### config.mk
export PLATFORM = sky130hd
export DESIGN_NAME = uart_rx
export DESIGN_NICKNAME = d
export VERILOG_FILES = /design/src/rtl/uart_defines.sv /design/src/rtl/uart_sync2.sv /design/src/rtl/uart_rx.sv
export SDC_FILE = /design/constraint.sdc
export NUM_CORES = 1
export LEC_CHECK = 0
export ABC_AREA = 1
export BUFFER_PORTS_ARGS = -buffer_cell sky130_fd_sc_hd__buf_2
export CAP_MARGIN = 5
export CORE_UTILIZATION = 58
export CTS_CLUSTER_DIAMETER = 200
export DETAILED_ROUTE_END_ITERATION = 12
export PLACE_DENSITY = 0.79
export SKIP_LAST_GASP = 1
export SLEW_MARGIN = 20
export SYNTH_ARGS = -nofsm -noshare
export SYNTH_HDL_FRONTEND = slang
export SYNTH_SLANG_ARGS = --single-unit
export TNS_END_PERCENT = 30
### constraint.sdc
create_clock -name clk -period 1.7 [get_ports clk]
set_input_delay 0.51 -clock clk [delete_from_list [all_inputs] [get_ports clk]]
set_output_delay 0.51 -clock clk [all_outputs]
set_load 0.03 [all_outputs]
### src/rtl/uart_defines.sv
// Shared UART constants and the receiver state encoding.
package uart_defines;
  localparam int CLK_FREQ        = 50_000_000;
  localparam int BAUD_RATE       = 115_200;
  localparam int OVERSAMPLE_RATE = 16;
  localparam int UART_DATA_BITS  = 8;

  typedef enum logic [2:0] {RX_IDLE, RX_START, RX_DATA, RX_STOP, RX_BREAK} uart_rx_state_t;
endpackage

### src/rtl/uart_sync2.sv
// Two-flop synchronizer for asynchronous single-bit inputs (rxd, cts, GPIO).
module uart_sync2 #(
  parameter logic RESET_VAL = 1'b1
) (
  input  logic clk,
  input  logic rstn,
  input  logic d_i,
  output logic q_o
);
  logic meta_q;

  always_ff @(posedge clk) begin
    if (!rstn) begin
      meta_q <= RESET_VAL;
      q_o    <= RESET_VAL;
    end else begin
      meta_q <= d_i;
      q_o    <= meta_q;
    end
  end
endmodule

### src/rtl/uart_rx.sv
// Oversampling 8N1 UART receiver with a one-entry valid/ready output buffer.
module uart_rx import uart_defines::*; #(
  parameter int DATA_BITS = UART_DATA_BITS,
  parameter int OS        = OVERSAMPLE_RATE
) (
  input  logic                 clk,
  input  logic                 rstn,
  input  logic                 sample_tick,
  input  logic                 rxd,
  output logic [DATA_BITS-1:0] rx_data,
  output logic                 rx_valid,
  input  logic                 rx_ready,
  output logic                 frame_err,
  output logic                 overrun_err
);
  localparam int TW = $clog2(OS);
  localparam int BW = $clog2(DATA_BITS + 1);
  localparam logic [TW-1:0] HALF     = TW'(OS / 2 - 1);
  localparam logic [TW-1:0] FULL     = TW'(OS - 1);
  localparam logic [BW-1:0] LAST_BIT = BW'(DATA_BITS - 1);

  uart_rx_state_t       state_q, state_d;
  logic [TW-1:0]        tick_q, tick_d;
  logic [BW-1:0]        bit_q, bit_d;
  logic [DATA_BITS-1:0] shift_q, shift_d, data_q, data_d;
  logic                 valid_q, valid_d, ferr_q, ferr_d, oerr_q, oerr_d;
  logic                 rxd_s;

  uart_sync2 #(.RESET_VAL(1'b1)) u_sync (
    .clk  (clk),
    .rstn (rstn),
    .d_i  (rxd),
    .q_o  (rxd_s)
  );

  always_ff @(posedge clk) begin
    if (!rstn) begin
      state_q <= RX_IDLE;
      tick_q  <= '0;
      bit_q   <= '0;
      shift_q <= '0;
      data_q  <= '0;
      valid_q <= 1'b0;
      ferr_q  <= 1'b0;
      oerr_q  <= 1'b0;
    end else begin
      state_q <= state_d;
      tick_q  <= tick_d;
      bit_q   <= bit_d;
      shift_q <= shift_d;
      data_q  <= data_d;
      valid_q <= valid_d;
      ferr_q  <= ferr_d;
      oerr_q  <= oerr_d;
    end
  end

  always_comb begin
    state_d = state_q;
    tick_d  = tick_q;
    bit_d   = bit_q;
    shift_d = shift_q;
    data_d  = data_q;
    valid_d = valid_q;
    ferr_d  = 1'b0;
    oerr_d  = 1'b0;
    if (valid_q && rx_ready) valid_d = 1'b0;
    if (sample_tick) begin
      case (state_q)
        RX_IDLE: if (!rxd_s) begin
          state_d = RX_START;
          tick_d  = '0;
        end
        RX_START: begin
          if (tick_q == HALF) begin
            // A start bit that is high again at its centre was a glitch.
            if (rxd_s) state_d = RX_IDLE;
            else begin
              state_d = RX_DATA;
              tick_d  = '0;
              bit_d   = '0;
            end
          end else tick_d = tick_q + 1'b1;
        end
        RX_DATA: begin
          if (tick_q == FULL) begin
            shift_d = {rxd_s, shift_q[DATA_BITS-1:1]};
            tick_d  = '0;
            bit_d   = bit_q + 1'b1;
            if (bit_q == LAST_BIT) state_d = RX_STOP;
          end else tick_d = tick_q + 1'b1;
        end
        RX_STOP: begin
          if (tick_q == FULL) begin
            tick_d = '0;
            if (rxd_s) begin
              state_d = RX_IDLE;
              // A byte consumed in this same cycle frees the slot for the new one.
              if (!valid_q || rx_ready) begin
                data_d  = shift_q;
                valid_d = 1'b1;
              end else oerr_d = 1'b1;
            end else begin
              ferr_d  = 1'b1;
              state_d = RX_BREAK;
            end
          end else tick_d = tick_q + 1'b1;
        end
        RX_BREAK: if (rxd_s) state_d = RX_IDLE;
        default: state_d = RX_IDLE;
      endcase
    end
  end

  assign rx_data     = data_q;
  assign rx_valid    = valid_q;
  assign frame_err   = ferr_q;
  assign overrun_err = oerr_q;
endmodule
==> flow_summary.ini, run 1 <==
[finish]
seq_area_um2 = 640.6
nFillCells = 247
final_design_area_no_fill_um2 = 1863
nNetsFinal = 260
insertedDiodeCount = 0
final_common_cell = nand2_1
multiInputGateArea_um2 = 878.3
layout-drive-gt1-share_pct = 20.47
layout_common_cells = nand2_1 (42), nor2_1 (35), dfxtp_1 (32), inv_1 (29), nand3_1 (17)
fin_cells = 285
area_delta_synth_final_pct = 10.87

[critical_path]
cp_num_buf_inv = 0
max_stage_delay_ps = 410
arrival_ps = 1830
reg2reg_slack_ps = 100
reg2reg_depth = 6
worstReg2RegStart = tick_q[0]
cp_slowest_cell = dfxtp_1
worstPathCellList = ha_2 -> nand3_2 -> nor2_4 -> nand4_4 -> o21ai_0 -> a21oi_1
start_kind = flip-flop
path_class = reg2reg
cp_top_family = simple AND/OR/NAND/NOR gates
required_ps = 1930
cp_max_fo = 16
end_kind = flip-flop
r2r-end = rx_data[0]

[clock_network]
cts_tree = done
clk_pin_slew_ps = 100
ctsLongestPathBuffers = 2
cts_hold_buf = 0
insertion_delay_ps = 340
htreeDepth = 2
cts_root_buf = clkbuf_4
numCtsBuffers = 5
cts.sinks = 32

[logic_synthesis]
synth_xor_area_share_pct = 0.5212
synthAdderAreaFrac_pct = 1.489
ys_seq_area_share_pct = 38.12
netlist_area_um2 = 1680
synth_top_family_by_area = simple AND/OR/NAND/NOR gates
syn_area_per_cell_um2 = 7.212
synth_seq_cells = 32
synth_area_leaders = dfxtp_1 (38%), nand2_1 (9.4%), nor2_1 (7.8%)
synth.distinct_cells = 29
synthSimpleGateAreaFrac_pct = 37.90
postSynthCellCount = 233
synthMuxAreaShare_pct = 0
synth_top_area_share_pct = 38.12
yosysTopAreaCell = dfxtp_1
yosys_warnings = 0
syn-num-nets = 240
synth_compound_area_share_pct = 12.21

[timing]
fin_worst_skew_ps = 7.862
hold_viol_final = 0
relSlewSlack_pct = 75.50
timing.final.max_slew_violations = 0
worst_pin_slew_ps = 366.9
max_freq_mhz = 626.7
rsz0062_at_grt = yes
fin_crit_ps = 1596
final.period_utilization_pct = 93.87
setup_viol = 0

[global_routing]
antenna_found_initial = 0
grt_max_degree = 21
grt_overflow_total = 0
grtUsageTotal_pct = 23.57
grt_pass1_wl_um = 5733
grt_pass1_vias = 1293
grt.busiest_layer = met2
grt_use_met2_pct = 36.83
use_met3_pct = 7.209
met1_usage_pct = 31.42

[routing]
drt_iter0_drc = 68
vias_per_cell = 5.312
avgRoutedWirePerCell_um = 11.67
drc = 0
drt-pass1-iter-count = 4
antenna_left = 0
vias = 1514
wirelength_um = 3326

[floorplanning]
start_util_pct = 60.93
die_area_um2 = 3116
rows = 19
core_um2 = 2758
die_height_um = 55.83
ios = 16
die_w_um = 55.83

[place]
numPortBuffers = 15
dp_cells = 277
gp_congestion = 0.8784
hpwl_um = 2438
dpl_cell_area_um2 = 1784

[power_and_ir_drop]
peakVddDrop_mv = 1.063
p_leak_uw = 0.0008523
power_density_nw_per_um2 = 1161

[hold_path]
holdCritStartpoint = rxd
whs_endpoint = u_sync.meta_q
min_path_type = in2reg
hold_depth = 2

[run_status]
outcome = finished clean

[run]
cap_viol_max_count = 0
## cells in the mapped netlist
master,number
o21ai_2,1
a21oi_1,16
xnor2_1,1
nor4_1,1
nand2_4,5
or2_2,2
inv_1,29
nor2_1,35
nand3_1,17
nand4_1,8
o21ai_4,1
nand2_1,42
nor2_4,5
a31oi_1,1
a31o_2,1
buf_4,1
buf_6,2
buf_2,2
nand2_2,1
ha_1,2
o21ai_1,1
inv_2,2
o21ai_0,16
nand3b_1,1
clkbuf_1,2
dfxtp_1,32
nand4_4,1
nor2_2,1
nand3_2,4
## timing repair
| action | in CTS | in global routing |
|---|---|---|
| setup endpoints to repair | 0 | 12 |
| resized for setup | 0 | 4 |
| endpoints found under the hold margin | 0 | 0 |
| buffers inserted | 0 | 0 |
## area by class of cell
| cell class | count | share of cell area, % |
|---|---|---|
| Multi-Input combinational cell | 163 | 47.15 |
| Sequential cell | 32 | 34.39 |
| Inverter | 31 | 6.246 |
| Timing Repair Buffer | 20 | 6.044 |
| Clock buffer | 6 | 2.216 |
| Tap cell | 31 | 2.082 |
| Clock inverter | 2 | 1.880 |
## registers in the layout, summed over array words and instances (netlist names), 3 cells and up
register and cells:
rx_data 8, shift_q 8, bit_q 4, tick_q 4
state_q 3
## layer usage
| layer | vias up | routed length (um) |
|---|---|---|
| met1 | 669 | 1603 |
| met4 | 0 | 37 |
| met5 | - | 0 |
| li1 | 794 | - |
| met2 | 45 | 1503 |
| met3 | 6 | 183 |
## worst max path at each step
stage | start | end | slack (ps) | cells past startpoint
3_3_place_gp | tick_q[0] | rx_data[3] | 140 | 6
3_5_place_dp | tick_q[0] | rx_data[3] | 80 | 6
6_report | tick_q[0] | rx_data[0] | 100 | 6
4_1_cts | tick_q[0] | rx_data[3] | 20 | 6
2_1_floorplan | tick_q[1] | state_q[2] | 240 | 10
5_1_grt | tick_q[0] | rx_data[3] | -30 | 6
## worst register-to-register path, cell delays in order, from the launching register on
cell	delay [ps]
dfxtp_1	410
ha_2	270
nand3_2	150
nor2_4	160
nand4_4	220
o21ai_0	240
a21oi_1	50
## stage by stage
| step | utilization, % | setup slack, ps | TNS (ps) | power (uW) | hold WS (ps) |
|---|---|---|---|---|---|
| 3_5_place_dp | 64.70 | 75.72 | 0 | 1599 | 405.1 |
| 2_1_floorplan | - | 236.6 | 0 | 1498 | 392.5 |
| 3_3_place_gp | 64.70 | 137.7 | 0 | 1590 | 393.3 |
| 5_1_grt | 67.56 | -34.55 | -71.88 | 2300 | 336.0 |
| 4_1_cts | 67.47 | 21.48 | 0 | 2170 | 345.9 |
| 6_report | 67.56 | 104.3 | 0 | 2163 | 350.2 |
## cell families (layout without fill, tap and decap cells)
logic type,count (synthesis),after routing
AO/OA/AOI/OAI,37,37
XOR/XNOR,1,1
adder cells (fa/ha/maj),2,2
buffers and inverters,38,59
flip-flops,32,32
AND/OR/NAND/NOR,123,123
## where the power goes
part           switching [uW]  internal, uW  leakage [uW]
combinational             457           233      0.000551
sequential                100           800      0.000259
clock                     265           308     0.0000422
(Power assumes the default switching activity.)
==> run 2: changes to the inputs <==
--- a/config.mk
+++ b/config.mk
@@ -12,6 +12,7 @@
 export CTS_CLUSTER_DIAMETER = 200
 export DETAILED_ROUTE_END_ITERATION = 12
 export PLACE_DENSITY = 0.79
+export SETUP_SLACK_MARGIN = 0.4
 export SKIP_LAST_GASP = 1
 export SLEW_MARGIN = 20
 export SYNTH_ARGS = -nofsm -noshare
==> flow_summary.ini, run 2 (synthesized netlist as in run 1, its figures left out) <==
[run_status]
outcome = finished clean

[routing]
drc = 0
antenna_left = 0
vias_per_cell = 5.447
vias = 1596
wirelength_um = 3805
drt_iter0_drc = 81
avgRoutedWirePerCell_um = 12.99
drt-pass1-iter-count = 4

[critical_path]
cp_slowest_cell = dfxtp_4
end_kind = flip-flop
worstPathCellList = ha_4 -> nand2_4 -> nor2_4 -> nand2_4 -> nand2_8 -> nand2_4 -> nor2_4 -> nand2_1 -> nand2_1 -> nor2_1
cp_max_fo = 8
required_ps = 1910
max_stage_delay_ps = 400
start_kind = flip-flop
crit_top_cell = nand2_4
path_class = reg2reg
arrival_ps = 1700

[timing]
final.period_utilization_pct = 87.97
fin_worst_skew_ps = 15.90
setup_viol = 0
max_freq_mhz = 668.7
worst_pin_slew_ps = 395.8
timing.final.max_slew_violations = 0
fin_crit_ps = 1495
fin_setup_tns_ps = 0
rsz0062_at_grt = yes
fin_ws_ps = 204.6
hold_viol_final = 0
relSlewSlack_pct = 73.58

[floorplanning]
start_util_pct = 60.93
die_height_um = 55.83
die_area_um2 = 3116
rows = 19
die_w_um = 55.83
core_um2 = 2758
ios = 16

[clock_network]
numCtsBuffers = 5
cts.sinks = 32
ctsLongestPathBuffers = 2
htreeDepth = 2
cts_tree = done
clk_pin_slew_ps = 110
insertion_delay_ps = 340
cts_root_buf = clkbuf_4

[finish]
final_util_pct = 72.96
layout-drive-gt1-share_pct = 28.63
final_common_cell = nand2_1
nFillCells = 207
area_delta_synth_final_pct = 19.73
final_design_area_no_fill_um2 = 2012
insertedDiodeCount = 0
nNetsFinal = 268
layout_common_cells = nand2_1 (42), nor2_1 (32), inv_1 (28), dfxtp_1 (25), a21oi_1 (16)

[power_and_ir_drop]
p_leak_uw = 0.0008916
peakVddDrop_mv = 0.7224
power_density_nw_per_um2 = 1116

[place]
dpl_cell_area_um2 = 1772
gp_congestion = 0.8675
numPortBuffers = 15
dp_slack_ps = 189.9
hpwl_um = 2236

[global_routing]
grtUsageTotal_pct = 25.92
grt_overflow_total = 0
antenna_found_initial = 0
grt_pass1_wl_um = 6334
grt_max_degree = 21
grt_pass1_vias = 1432

[run]
cap_viol_max_count = 0

[hold_path]
min_path_type = in2reg
run 2: changes by cell type in the layout (fill, tap and decap cells not counted), sizes merged:
cell    change
buf         +7
bufinv      -1
nand4       +1
clkbuf      +1
run 2: worst paths after layout:
| check | startpoint | cells after the start | to | slack [ps] |
|---|---|---|---|---|
| hold reg to reg | u_sync.meta_q | 1 | u_sync.q_o | 420 |
| hold / removal | rxd | 2 | u_sync.meta_q | 360 |
| setup / recovery | tick_q[0] | 10 | state_q[2] | 200 |
| setup reg to reg | tick_q[0] | 10 | state_q[2] | 200 |
run 2: metal layers:
metal	global-route usage (%)	wire length, um	up-vias	part of all wire (%)
li1	-	-	819	-
met1	32.30	1768	731	46
met2	41.31	1791	37	47
met3	7.674	170	9	4.5
met4	12.20	75	0	2.0
met5	0	0	-	0
run 2: critical path: cells and delay by family, from the launching register on:
family | cells | cell delay [ps]
flops | 1 | 400
simple gates | 9 | 780
fa+ha+maj | 1 | 180
run 2: per-stage QoR:
stage,instances,hold slack (ps),total power (uW)
final,293,358.4,2245
after global placement,273,392.8,1600
after global routing,293,344.0,2394
after floorplan,233,392.5,1504
after detailed placement,273,399.4,1609
after CTS,287,346.8,2170
run 2: power breakdown:
group          total (uW)  internal [uW]  switching, uW
Sequential            918            807            111
Clock                 515            249            265
Combinational         813            287            526
Total                2250           1340            903
run 2: layout make-up:
type / count / area (um2) / area share, %
clock buffer: 7 / 66.31 / 3.296
clock inverter: 1 / 5.005 / 0.2488
inverter: 31 / 116.4 / 5.784
multi-input combinational: 164 / 962.2 / 47.82
sequential: 32 / 654.4 / 32.52
tap: 31 / 38.79 / 1.928
timing repair buffer: 27 / 168.9 / 8.396
run 2: repair_timing:
item                       4_1_cts  5_1_grt
setup endpoints to repair       36       38
hold buffers                     0        0
gates cloned                     1        0
pin swaps                        5       10
buffers inserted                 5        6
resized for setup               16       11
==> run 3: changes to the inputs <==
--- a/config.mk
+++ b/config.mk
@@ -12,7 +12,9 @@
 export CTS_CLUSTER_DIAMETER = 200
 export DETAILED_ROUTE_END_ITERATION = 12
 export PLACE_DENSITY = 0.79
+export REMOVE_ABC_BUFFERS = 1
 export SETUP_SLACK_MARGIN = 0.4
+export SKIP_CTS_REPAIR_TIMING = 1
 export SKIP_LAST_GASP = 1
 export SLEW_MARGIN = 20
 export SYNTH_ARGS = -nofsm -noshare
==> flow_summary.ini, run 3 (synthesized netlist as in run 1, its figures left out) <==
[run_status]
outcome = finished clean

[run]
cap_viol_max_count = 0

[floorplanning]
rows = 19
die_height_um = 55.83
ios = 16
die_w_um = 55.83
start_util_pct = 60.93
die_area_um2 = 3116
core_um2 = 2758

[critical_path]
max_stage_delay_ps = 370
arrival_ps = 1680
cp_max_fo = 8
start_kind = flip-flop
required_ps = 1960
cp_slowest_cell = dfxtp_2
path_class = reg2reg
end_kind = flip-flop
worstPathCellList = ha_4 -> nand3_2 -> nor2_4 -> nand4_4 -> buf_4 -> a21oi_1

[global_routing]
grt_overflow_total = 0
grt_pass1_vias = 1369
grt_max_degree = 21
grtUsageTotal_pct = 24.21
antenna_found_initial = 0
grt_pass1_wl_um = 5934

[timing]
fin_crit_ps = 1418
max_freq_mhz = 705.2
worst_pin_slew_ps = 406.7
final.period_utilization_pct = 83.42
fin_setup_tns_ps = 0
setup_viol = 0
relSlewSlack_pct = 72.85
hold_viol_final = 0
rsz0062_at_grt = yes
timing.final.max_slew_violations = 0
fin_ws_ps = 281.9
fin_worst_skew_ps = 9.631

[power_and_ir_drop]
peakVddDrop_mv = 0.9558
seq_power_share_pct = 42.9
clockPowerShare_pct = 20.6
comb_power_share_pct = 36.5
total_power_uw = 2173
power_density_nw_per_um2 = 1097
internal-power_uw = 1292
switching_share_pct = 40.53
switchingPower_uw = 880.7
p_leak_uw = 0.0008781

[place]
hpwl_um = 2475
gp_congestion = 0.8918
dp_slack_ps = 171.5
dpl_cell_area_um2 = 1807
numPortBuffers = 15

[routing]
wl_met2_um = 1758
vias = 1591
wirelength_um = 3558
avgRoutedWirePerCell_um = 12.23
drt-pass1-iter-count = 4
wl_met1_um = 1549
antenna_left = 0
wl_met3_um = 156
drc = 0
top_layer = met4
vias_per_cell = 5.467
drt_iter0_drc = 60

[clock_network]
ctsLongestPathBuffers = 2
htreeDepth = 2
cts.sinks = 32
numCtsBuffers = 5
cts_root_buf = clkbuf_4
clk_pin_slew_ps = 90
cts_tree = done
insertion_delay_ps = 330

[hold_path]
min_path_type = in2reg

[finish]
final_common_cell = nand2_1
final_design_area_no_fill_um2 = 1981
nNetsFinal = 266
insertedDiodeCount = 0
layout_common_cells = nand2_1 (42), nor2_1 (34), inv_1 (29), dfxtp_1 (26), a21oi_1 (16)
final_util_pct = 71.82
layout-drive-gt1-share_pct = 25.38
area_delta_synth_final_pct = 17.87
run 3: changes by cell type in the layout (fill, tap and decap cells not counted), moves of 2 or more:
cell     change
nor2_4       +2
o21ai_0      +3
nor2_2       -4
nor2_1       +2
o21ai_2      -2
inv_2        -2
run 3: power by group through the flow:
| stage | Combinational (uW) | Clock [uW] | Sequential (uW) |
|---|---|---|---|
| after global routing | 891 | 499 | 937 |
| after detailed placement | 704 | 0 | 910 |
| after CTS | 710 | 459 | 893 |
| after floorplan | 566 | 0 | 894 |
| final | 794 | 447 | 932 |
| after global placement | 693 | 0 | 909 |
run 3: per-layer routing:
metal	up-vias	global-route usage [%]
li1	806	-
met1	729	30.83
met2	44	38.38
met3	12	6.512
met4	0	11.15
met5	-	0
run 3: worst max-delay path, delay by kind of cell, from the launching register on:
kind	cells	cell delay (ps)
AOI/OAI and AO/OA	1	120
adders and majority gates	1	180
buffers and inverters	1	180
DFF	1	370
and+or+nand+nor	3	520
run 3: cell type report:
cell class | instances | area [um2]
clock buffers | 8 | 58.81
fillers | 204 | 777.0
inverters | 31 | 118.9
multi-input cells | 164 | 960.9
flip-flops and latches | 32 | 653.1
well taps | 31 | 38.79
repair buffers | 25 | 150.1
run 3: through the flow:
step | hold WS, ps | instances
after floorplan | 392.5 | 226
after global placement | 400.4 | 280
after detailed placement | 403.5 | 280
after CTS | 376.6 | 288
after global routing | 374.2 | 291
final | 380.8 | 291
run 3: worst paths after layout:
| check | from | to | slack [ps] | cells past startpoint |
|---|---|---|---|---|
| max | tick_q[0] | rx_data[2] | 280 | 6 |
| min | rxd | u_sync.meta_q | 380 | 2 |
| max reg2reg | tick_q[0] | rx_data[2] | 280 | 6 |
| min reg2reg | u_sync.meta_q | u_sync.q_o | 420 | 1 |
